==> config.mk <==
export PLATFORM = sky130hd
export DESIGN_NAME = tag_lookup_ctrl
export DESIGN_NICKNAME = d
export VERILOG_FILES = /design/src/rtl/tag_lookup_ctrl.sv
export SDC_FILE = /design/constraint.sdc
export NUM_CORES = 1
export LEC_CHECK = 0
export ABC_AREA = 1
export CORE_MARGIN = 5
export CORE_UTILIZATION = 42
export DETAILED_ROUTE_END_ITERATION = 12
export GPL_TIMING_DRIVEN = 0
export PLACE_DENSITY_LB_ADDON = 0.25
export SYNTH_ARGS = -nofsm -noshare
export SYNTH_HDL_FRONTEND = slang
export SYNTH_SLANG_ARGS = --single-unit
export TNS_END_PERCENT = 50
==> constraint.sdc <==
create_clock -name gated_clk -period 2 [get_ports gated_clk]
set_input_delay 0.2 -clock gated_clk [delete_from_list [all_inputs] [get_ports gated_clk]]
set_output_delay 0.2 -clock gated_clk [all_outputs]
set_load 0.05 [all_outputs]
==> src/rtl/tag_lookup_ctrl.sv <==
// Instruction-cache tag-array sequencer: serves fetch lookups, runs the
// miss refill handshake, writes refilled tags back and sweeps the array
// clean after reset or on a flush request.
module tag_lookup_ctrl #(
    parameter int TAG_WIDTH  = 7,
    parameter int ADDR_WIDTH = 4,
    parameter int NUM_BLOCKS = 4,
    parameter int BLK_SEL    = 2,
    parameter int ROW_WIDTH  = 32
) (
    input  logic                                   gated_clk,
    input  logic                                   arst_n,
    input  logic [TAG_WIDTH+ADDR_WIDTH+BLK_SEL-1:0] i_req_addr,
    input  logic                                   i_req_valid,
    output logic                                   o_req_ready,
    input  logic                                   i_flush,
    output logic                                   o_resp_valid,
    output logic                                   o_resp_hit,
    output logic                                   o_refill_valid,
    output logic [TAG_WIDTH+ADDR_WIDTH+BLK_SEL-1:0] o_refill_addr,
    input  logic                                   i_refill_ready,
    input  logic                                   i_refill_done,
    output logic [ADDR_WIDTH-1:0]                  o_ta_r_addr,
    output logic                                   o_ta_r_valid,
    output logic [TAG_WIDTH-1:0]                   o_ta_tag,
    output logic [ADDR_WIDTH-1:0]                  o_ta_w_addr,
    output logic [ROW_WIDTH-1:0]                   o_ta_w_data,
    output logic [NUM_BLOCKS-1:0]                  o_ta_w_wmask,
    output logic                                   o_ta_w_valid,
    input  logic [ROW_WIDTH-1:0]                   i_ta_data,
    input  logic                                   i_ta_valid
);

    localparam int REQ_WIDTH   = TAG_WIDTH + ADDR_WIDTH + BLK_SEL;
    localparam int ENTRY_WIDTH = TAG_WIDTH + 1;

    typedef enum logic [2:0] {
        FLUSH,
        IDLE,
        LOOKUP,
        MISS_REQ,
        MISS_WAIT,
        FILL
    } state_t;

    state_t                  state;
    logic [ADDR_WIDTH-1:0]   flush_cnt;
    logic [REQ_WIDTH-1:0]    cap_addr;

    logic [BLK_SEL-1:0]      req_blk;
    logic [ADDR_WIDTH-1:0]   req_row;
    logic [TAG_WIDTH-1:0]    req_tag;
    logic [BLK_SEL-1:0]      cap_blk;
    logic [ADDR_WIDTH-1:0]   cap_row;
    logic [TAG_WIDTH-1:0]    cap_tag;
    logic                    accept;
    logic [ENTRY_WIDTH-1:0]  entry;
    logic                    lookup_hit;
    logic [ROW_WIDTH-1:0]    fill_data;
    logic [NUM_BLOCKS-1:0]   fill_mask;

    assign req_blk = i_req_addr[BLK_SEL-1:0];
    assign req_row = i_req_addr[BLK_SEL +: ADDR_WIDTH];
    assign req_tag = i_req_addr[BLK_SEL+ADDR_WIDTH +: TAG_WIDTH];
    assign cap_blk = cap_addr[BLK_SEL-1:0];
    assign cap_row = cap_addr[BLK_SEL +: ADDR_WIDTH];
    assign cap_tag = cap_addr[BLK_SEL+ADDR_WIDTH +: TAG_WIDTH];

    // A pending flush blocks acceptance; the read must go out in the accept
    // cycle itself so the array data lines up with the LOOKUP cycle.
    assign o_req_ready  = (state == IDLE) && !i_flush;
    assign accept       = o_req_ready && i_req_valid;
    assign o_ta_r_valid = accept;
    assign o_ta_r_addr  = accept ? req_row : '0;
    assign o_ta_tag     = accept ? req_tag : '0;

    assign fill_data = {NUM_BLOCKS{{1'b1, cap_tag}}};
    assign fill_mask = NUM_BLOCKS'(1) << cap_blk;

    // Pick the block entry addressed by the captured request out of the row.
    always_comb begin
        entry = '0;
        for (int b = 0; b < NUM_BLOCKS; b++) begin
            if (cap_blk == BLK_SEL'(b)) begin
                entry = i_ta_data[b*ENTRY_WIDTH +: ENTRY_WIDTH];
            end
        end
        lookup_hit = i_ta_valid && entry[ENTRY_WIDTH-1] &&
                     (entry[TAG_WIDTH-1:0] == cap_tag);
    end

    // Controller FSM; write drive, refill request and response are registered.
    always_ff @(posedge gated_clk or negedge arst_n) begin
        if (!arst_n) begin
            state          <= FLUSH;
            flush_cnt      <= '0;
            cap_addr       <= '0;
            o_resp_valid   <= 1'b0;
            o_resp_hit     <= 1'b0;
            o_refill_valid <= 1'b0;
            o_refill_addr  <= '0;
            o_ta_w_valid   <= 1'b1;
            o_ta_w_addr    <= '0;
            o_ta_w_data    <= '0;
            o_ta_w_wmask   <= '1;
        end else begin
            o_resp_valid <= 1'b0;
            o_resp_hit   <= 1'b0;
            case (state)
                FLUSH: begin
                    if (&flush_cnt) begin
                        state        <= IDLE;
                        flush_cnt    <= '0;
                        o_ta_w_valid <= 1'b0;
                        o_ta_w_addr  <= '0;
                        o_ta_w_wmask <= '0;
                    end else begin
                        flush_cnt   <= flush_cnt + 1'b1;
                        o_ta_w_addr <= flush_cnt + 1'b1;
                    end
                end
                IDLE: begin
                    if (i_flush) begin
                        state        <= FLUSH;
                        flush_cnt    <= '0;
                        o_ta_w_valid <= 1'b1;
                        o_ta_w_addr  <= '0;
                        o_ta_w_data  <= '0;
                        o_ta_w_wmask <= '1;
                    end else if (i_req_valid) begin
                        cap_addr <= i_req_addr;
                        state    <= LOOKUP;
                    end
                end
                LOOKUP: begin
                    if (lookup_hit) begin
                        o_resp_valid <= 1'b1;
                        o_resp_hit   <= 1'b1;
                        state        <= IDLE;
                    end else begin
                        o_refill_valid <= 1'b1;
                        o_refill_addr  <= cap_addr;
                        state          <= MISS_REQ;
                    end
                end
                MISS_REQ: begin
                    if (i_refill_ready) begin
                        o_refill_valid <= 1'b0;
                        o_refill_addr  <= '0;
                        state          <= MISS_WAIT;
                    end
                end
                MISS_WAIT: begin
                    if (i_refill_done) begin
                        state        <= FILL;
                        o_ta_w_valid <= 1'b1;
                        o_ta_w_addr  <= cap_row;
                        o_ta_w_data  <= fill_data;
                        o_ta_w_wmask <= fill_mask;
                        o_resp_valid <= 1'b1;
                        o_resp_hit   <= 1'b0;
                    end
                end
                FILL: begin
                    state        <= IDLE;
                    o_ta_w_valid <= 1'b0;
                    o_ta_w_addr  <= '0;
                    o_ta_w_data  <= '0;
                    o_ta_w_wmask <= '0;
                end
                default: begin
                    state <= FLUSH;
                end
            endcase
        end
    end

endmodule

# Word-level counts from Yosys, hierarchy flattened
# Cells that the tools add are included.
# Widths: inputs -> output; s select.
# word_totals
wordCells	87
regBits	77
output_inout_bits	70
in_bits	52
# classes
n_addsub	1
bitwise_logic	1
muxes	39
n_eq_ne	15
n_reduce_logical	19
shifts	1
# op_table
op	count
$pmux 32 s3	1
$mux 32	2
$mux 8	4
$pmux 4 s4	2
$mux 4	7
$mux 13	2
$pmux 13 s2	1
$pmux 3 s6	1
$mux 3	5
$reduce_and 3->1	4
$reduce_and 4->1	3
$ne 2x2->1 const B	5
$mux 1	8
$pmux 4 s2	1
$eq 7x7->1	1
$mux 7	1
$eq 3x2->1 const B	2
$eq 3x3->1 const B	2
$add 4x1->4 const B	1
$eq 2x2->1 const B	2
$logic_and 1x1->1	4
$pmux 1 s2	2
$pmux 1 s4	1
$reduce_bool 2->1	2
other kinds (12)	12

# Logic depth before layout (Yosys ltp)
# Gate-level depths: netlist of the first run.
# depth
depth_word	9
ltp_mapped	18
ltp_nobuf	16

# Least setup slack after synthesis of the first run
# Ideal clock, no wire load.
# synth_path
path_type	register to register
start	register state[2]
end	register cap_addr[11]
path_slack_ns	-0.951
synth_period_minus_slack_ns	2.951
t_arrival_ns	2.863
path_buffers	1
setup_ns	0.088
required_ns	1.912
stages_incl_launch_ff	10
path_cell_list	dfrtp_1 > nor2_2 > nand2_1 > nor2_1 > inv_1 > nor2_2 > inv_2 > buf_2 > nor2_1 > o21bai_1
# synth_via
elab_chain_cells	2
# synth_rtl
item	line_no	text
from (decl)	46	state_t state;
from (signal assigned)	95	state <= FLUSH;
from (signal assigned)	112	state <= IDLE;
from (signal assigned)	124	state <= FLUSH;
$eq 3x1->1	109	case (state)
$reduce_and 3->1 (no source line)	-	
to (signal assigned)	131	cap_addr <= i_req_addr;
to (decl)	48	logic [REQ_WIDTH-1:0] cap_addr;
# Every way passes these cells.
# A chain may end at the register's enable or synchronous reset.

# Final worst setup path of the first run
# layout_path
start	register state[2]
end	output port o_ta_r_addr[1]
# layout_via
elab_chain_cells	4
# layout_rtl
item	line_no	text
$eq 3x1->1	71	assign o_req_ready = (state == IDLE) && !i_flush;
$logic_and 1x1->1	71	
$logic_and 1x1->1	72	assign accept = o_req_ready && i_req_valid;
$mux 4	74	assign o_ta_r_addr = accept ? req_row : '0;
to (decl)	23	output logic [ADDR_WIDTH-1:0] o_ta_r_addr,
# Every way passes these cells.

==> results of run 1 <==
worst max-delay path: cells and delay by family, from the launching register on:
family / cells / cell delay, ps
and+or+nand+nor: 5 / 570
buffers and inverters: 4 / 470
DFF: 1 / 450
cell type report:
class	count	area [um2]	share of cell area
repair buffers	147	1463	0.3038
multi-input cells	256	1341	0.2786
flip-flops and latches	53	1336	0.2775
plain buffers	32	279.0	0.05795
inverters	47	188.9	0.03924
well taps	96	120.1	0.02495
clock buffers	6	72.57	0.01507
clock inverters	2	13.76	0.002859
power breakdown:
part | internal (mW) | switching, mW
combinational | 1.94 | 3.13
sequential | 1.53 | 0.353
clock | 0.250 | 0.361
total | 3.72 | 3.85
flip-flops by register name, indices dropped and copies added, names as in the netlist, 3 cells and up:
signal and flops:
o_ta_w_data 8, state 3, o_ta_w_addr 4, o_ta_w_wmask 4, cap_addr 13, o_refill_addr 13, flush_cnt 4
cells by family after synthesis:
logic type | Yosys count | share of synthesized area
xor+xnor | 1 | 0.002964
flops | 53 | 0.4509
compound gates | 59 | 0.1113
simple gates | 195 | 0.2820
fa+ha+maj | 1 | 0.004233
buf+inv | 80 | 0.1486
per-layer routing:
layer  share of wire  wire length, um
met1            0.42             3773
met2            0.48             4359
met4           0.022              197
met5               0                0
met3           0.077              695
cells in the mapped netlist:
cell type and number:
nand3_1 10, or2_2 2, buf_2 1, nor2_1 39
nor3_2 1, o221ai_1 1, nand2_2 5, or2_1 1
nor2_2 5, clkbuf_1 2, xnor2_1 1, o21a_1 1
nand3_2 3, nand3b_1 2, o21ai_1 3, ha_1 1
buf_4 24, o21bai_1 8, nand2_1 123, dfstp_2 5
inv_4 1, a31oi_1 2, nor3_1 1, nor2_4 2
inv_2 3, dfrtp_1 48, buf_6 6, nand2_4 1
o21ai_0 37, clkinv_1 1, inv_1 42, o22ai_1 4
a21oi_1 3
worst paths after layout:
kind / start / to / slack (ps) / depth (start not counted)
min in group asynchronous: arst_n / o_refill_addr[7] / 490 / 2
setup / recovery: state[2] / o_ta_r_addr[1] / -20 / 9
max in group asynchronous: arst_n / o_ta_w_wmask[2] / 870 / 3
setup reg to reg: cap_addr[1] / o_refill_addr[9] / 30 / 17
hold reg to reg: o_ta_w_wmask[2] / o_ta_w_wmask[2] / 490 / 2
hold / removal: i_req_addr[1] / cap_addr[1] / 450 / 3
repair_timing:
action                                  4_1_cts  5_1_grt
buffers inserted                              3       18
resized for setup                            93       45
hold endpoints to repair                     28        0
pin swaps                                     3       28
endpoints found under the setup margin       29       35
cloned                                        0        3
hold buffers                                  1        0
==> results.cfg, run 1 <==
[run_status]
outcome = finished, violations left
violations = negative setup slack

[timing]
finalSetupViolations = 4
hold_ws_ps = 445.6
worst_pin_slew_ps = 693.0
period_share = 1.012
maxSlewViolCount = 0
skew_ps = 16.37
final_hold_viol_count = 0
slew_headroom = 0.5380
finalCriticalPeriod_ps = 2023
fmax_mhz = 494.3
worst_slack_ps = -23.04
fin_tns_setup_ps = -49.29
rsz0062_at_grt = true

[placement]
port_buffers = 121
dp_hpwl_mm = 6.668
place_ws_ps = -572.4
place_congestion = 0.8246
dpl_cell_area_um2 = 4355
dp_cells = 607

[global_routing]
busiest_layer = met2
grt_use_met2 = 0.3312
track_usage = 0.1975
grt_start_max_net_pins = 30
grtUsageMet1 = 0.2524
grt_pass1_wl_mm = 13.81
use_met3 = 0.04487
grt-ovfl-total = 0
grt_pass1_vias = 2910
antenna_found_initial = 0

[clock_network]
clk_latency_ps = 310
cts_tree = yes
clockBufferDepth = 2
cts_made_buffers = 5
ctsHtreeMaxLevel = 2
clock-root-buffer = clkbuf_8
cts_sinks = 53
clk_pin_slew_ps = 100

[detailed_routing]
detail_route.wl_per_cell_um = 14.12
drtIter0Drc = 203
drtAntennaViolNets = 0
firstDrtPassIters = 4
drcViolationCount = 0
routed_wl_mm = 9.025
vias = 3086
via_per_inst = 4.829

[synthesis]
yosysUniqueCellTypes = 33
synth-seq-cells = 53
synthCells = 389
synth_top_area_share = 0.4064
syn_nets = 442
yosysTopAreaCell = dfrtp_1
yosysSeqAreaShare = 0.4509
yosys-top-cells-area = dfrtp_1, nand2_1, o21ai_0
syn_avg_cell_area_um2 = 7.597
syn_area_um2 = 2955
yosysWarnings = 0

[setup_path]
start_kind = flip-flop
crit_required_ps = 1800
cp_common_cell = nor2_4
cp_data_arrival_time_ps = 1820
critPathKind = flip-flop to output pin
critical-path-slowest-cell = dfrtp_2
crit_path_max_fanout = 10
critPathMaxStageDelay_ps = 450
crit_chain = nor2_4 -> nand2_2 -> nor2_4 -> inv_2 -> nor2_4 -> inv_6 -> buf_8 -> nor2_2 -> buf_6
cp-end-kind = output pin

[die]
initial_utilization = 0.4326
fp-row-count = 30
die_area_um2 = 8814
die-height_um = 93.89
io_pins = 122
dieWidth_um = 93.89
core_area_um2 = 6832

[worst_hold_path]
hold_path_class = primary input to flip-flop

[power_and_ir_drop]
peakVddDrop_v = 0.0009570
power_mw = 7.565
p_leak_nw = 2.359
powerDensity_nw_per_um2 = 1571

[final_layout]
finalNetCount = 595
drive_above_1_share = 0.2670
final_util = 0.7048
post-route-cell-area_um2 = 4815
area_growth_pct = 62.91
stdcell_count = 639
final_cell_mix = nand2_1, clkdlybuf4s50_1, buf_4
layout_commonest_cell = nand2_1
antenna_cells = 0
fillerInstances = 550

[flow_run]
cap_violations = 0
No activity file was read; power rests on OpenSTA's default activity.
==> inputs of run 2 (changes only) <==
--- a/config.mk
+++ b/config.mk
@@ -8,9 +8,11 @@
 export ABC_AREA = 1
 export CORE_MARGIN = 5
 export CORE_UTILIZATION = 42
+export CTS_CLUSTER_DIAMETER = 150
 export DETAILED_ROUTE_END_ITERATION = 12
 export GPL_TIMING_DRIVEN = 0
 export PLACE_DENSITY_LB_ADDON = 0.25
+export SETUP_SLACK_MARGIN = 0.4
 export SYNTH_ARGS = -nofsm -noshare
 export SYNTH_HDL_FRONTEND = slang
 export SYNTH_SLANG_ARGS = --single-unit
==> results.cfg, run 2 (same netlist as run 1, synthesis figures left out) <==
[timing]
fin_tns_setup_ps = -345.7
worst_slack_ps = -49.80
finalCriticalPeriod_ps = 2050
finalSetupViolations = 22
slew_headroom = 0.6552
rsz0062_at_grt = true
final_hold_viol_count = 0
fmax_mhz = 487.9
maxSlewViolCount = 0
period_share = 1.025
skew_ps = 12.35
worst_pin_slew_ps = 519.3

[placement]
port_buffers = 121
dpl_cell_area_um2 = 4433
place_ws_ps = -561.0
dp_hpwl_mm = 6.648
dp_cells = 607
place_congestion = 0.8556

[setup_path]
ff2ff_path_depth = 15
cp_common_cell = nor2_4
crit_required_ps = 1800
r2r_setup_slack_ps = -40
critical-path-slowest-cell = dfrtp_2
critPathMaxStageDelay_ps = 450
critPathKind = flip-flop to output pin
crit_chain = nor2_4 -> nand2_2 -> nor2_4 -> inv_2 -> nor2_4 -> inv_8 -> buf_12 -> nor2_4 -> buf_8
rr_endpoint = o_refill_addr[12]
cp-end-kind = output pin
cp_data_arrival_time_ps = 1850
start_kind = flip-flop
r2r-start = cap_addr[1]
crit_path_max_fanout = 7

[clock_network]
cts_tree = yes
ctsHtreeMaxLevel = 2
cts_made_buffers = 5
clk_pin_slew_ps = 100
clk_latency_ps = 320
clock-root-buffer = clkbuf_8
cts_sinks = 53
clockBufferDepth = 2

[flow_run]
cap_violations = 0

[power_and_ir_drop]
powerDensity_nw_per_um2 = 1585
peakVddDrop_v = 0.0009669
p_leak_nw = 2.674

[global_routing]
antenna_found_initial = 0
track_usage = 0.2261
grt_pass1_vias = 3193
grt-ovfl-total = 0
grt_start_max_net_pins = 41
grt_pass1_wl_mm = 15.56

[detailed_routing]
drcViolationCount = 0
via_per_inst = 4.928
routed_wl_mm = 10.44
firstDrtPassIters = 5
drtIter0Drc = 200
vias = 3238
detail_route.wl_per_cell_um = 15.88
drtAntennaViolNets = 0

[die]
die_area_um2 = 8814
dieWidth_um = 93.89
initial_utilization = 0.4326
die-height_um = 93.89
fp-row-count = 30
core_area_um2 = 6832
io_pins = 122

[final_layout]
post-route-cell-area_um2 = 5120
antenna_cells = 0
layout_commonest_cell = nand2_1
fillerInstances = 514
stdcell_count = 657
reg_top3 = cap_addr (13), o_refill_addr (13), o_ta_w_data (8)
drive_above_1_share = 0.3761
finalNetCount = 613
area_growth_pct = 73.24
final_cell_mix = nand2_1, buf_4, clkdlybuf4s50_1

[run_status]
outcome = finished, violations left
violations = negative setup slack

[worst_hold_path]
hold_path_class = primary input to async pin
## run 2: how the worst max path moves through the flow
stage	start	to	depth (start not counted)	slack, ps
4_1_cts	state[2]	o_ta_tag[5]	9	-20
3_5_place_dp	i_flush	o_ta_tag[5]	8	-560
3_3_place_gp	arst_n	cap_addr[9]	1	-810
6_report	state[2]	o_ta_tag[5]	9	-50
2_1_floorplan	state[0]	cap_addr[11]	10	-0.5
5_1_grt	cap_addr[1]	o_refill_addr[12]	17	-130
## run 2: area by class of cell
| type | instances | area [um2] | share of cell area |
|---|---|---|---|
| clock inverter | 2 | 13.76 | 0.002688 |
| tap | 96 | 120.1 | 0.02346 |
| inverter | 47 | 196.4 | 0.03837 |
| timing repair buffer | 164 | 1593 | 0.3111 |
| multi-input combinational | 256 | 1474 | 0.2879 |
| sequential | 53 | 1336 | 0.2610 |
| clock buffer | 6 | 72.57 | 0.01417 |
| buffer | 33 | 314.1 | 0.06134 |
## run 2: timing repair
item / in CTS / in global routing
hold buffers: 1 / 0
buffers inserted: 27 / 10
resized for setup: 212 / 65
endpoints found under the hold margin: 13 / 0
gates cloned: 4 / 0
setup endpoints to repair: 118 / 68
pin swaps: 17 / 22
## run 2: power by group
part           switching, mW  internal (mW)  total, mW
clock network          0.380          0.251      0.631
registers              0.348           1.53       1.87
logic                   3.50           2.11       5.61
total                   4.23           3.89       8.12
## run 2: worst max-delay path: cells and delay by family, from the launching register on
family	cells	cell delay, ps
DFF	1	450
buffers and inverters	4	440
and+or+nand+nor	5	630
## run 2: routing by layer
metal / share of wire / vias up / track usage
met3: 0.077 / 28 / 0.04567
met2: 0.51 / 159 / 0.3974
met4: 0.028 / 0 / 0.06980
li1: - / 1533 / -
met1: 0.39 / 1518 / 0.2773
met5: 0 / - / 0
## run 2: stage by stage
| step | total power, mW | util | hold WS (ps) |
|---|---|---|---|
| floorplan | 4.964 | - | -95.59 |
| global placement | 6.195 | 0.6467 | 455.7 |
| detailed placement | 6.286 | 0.6489 | 125.6 |
| CTS | 7.541 | 0.7216 | 318.4 |
| global route | 8.594 | 0.7495 | 343.5 |
| finish | 8.115 | 0.7495 | 311.3 |
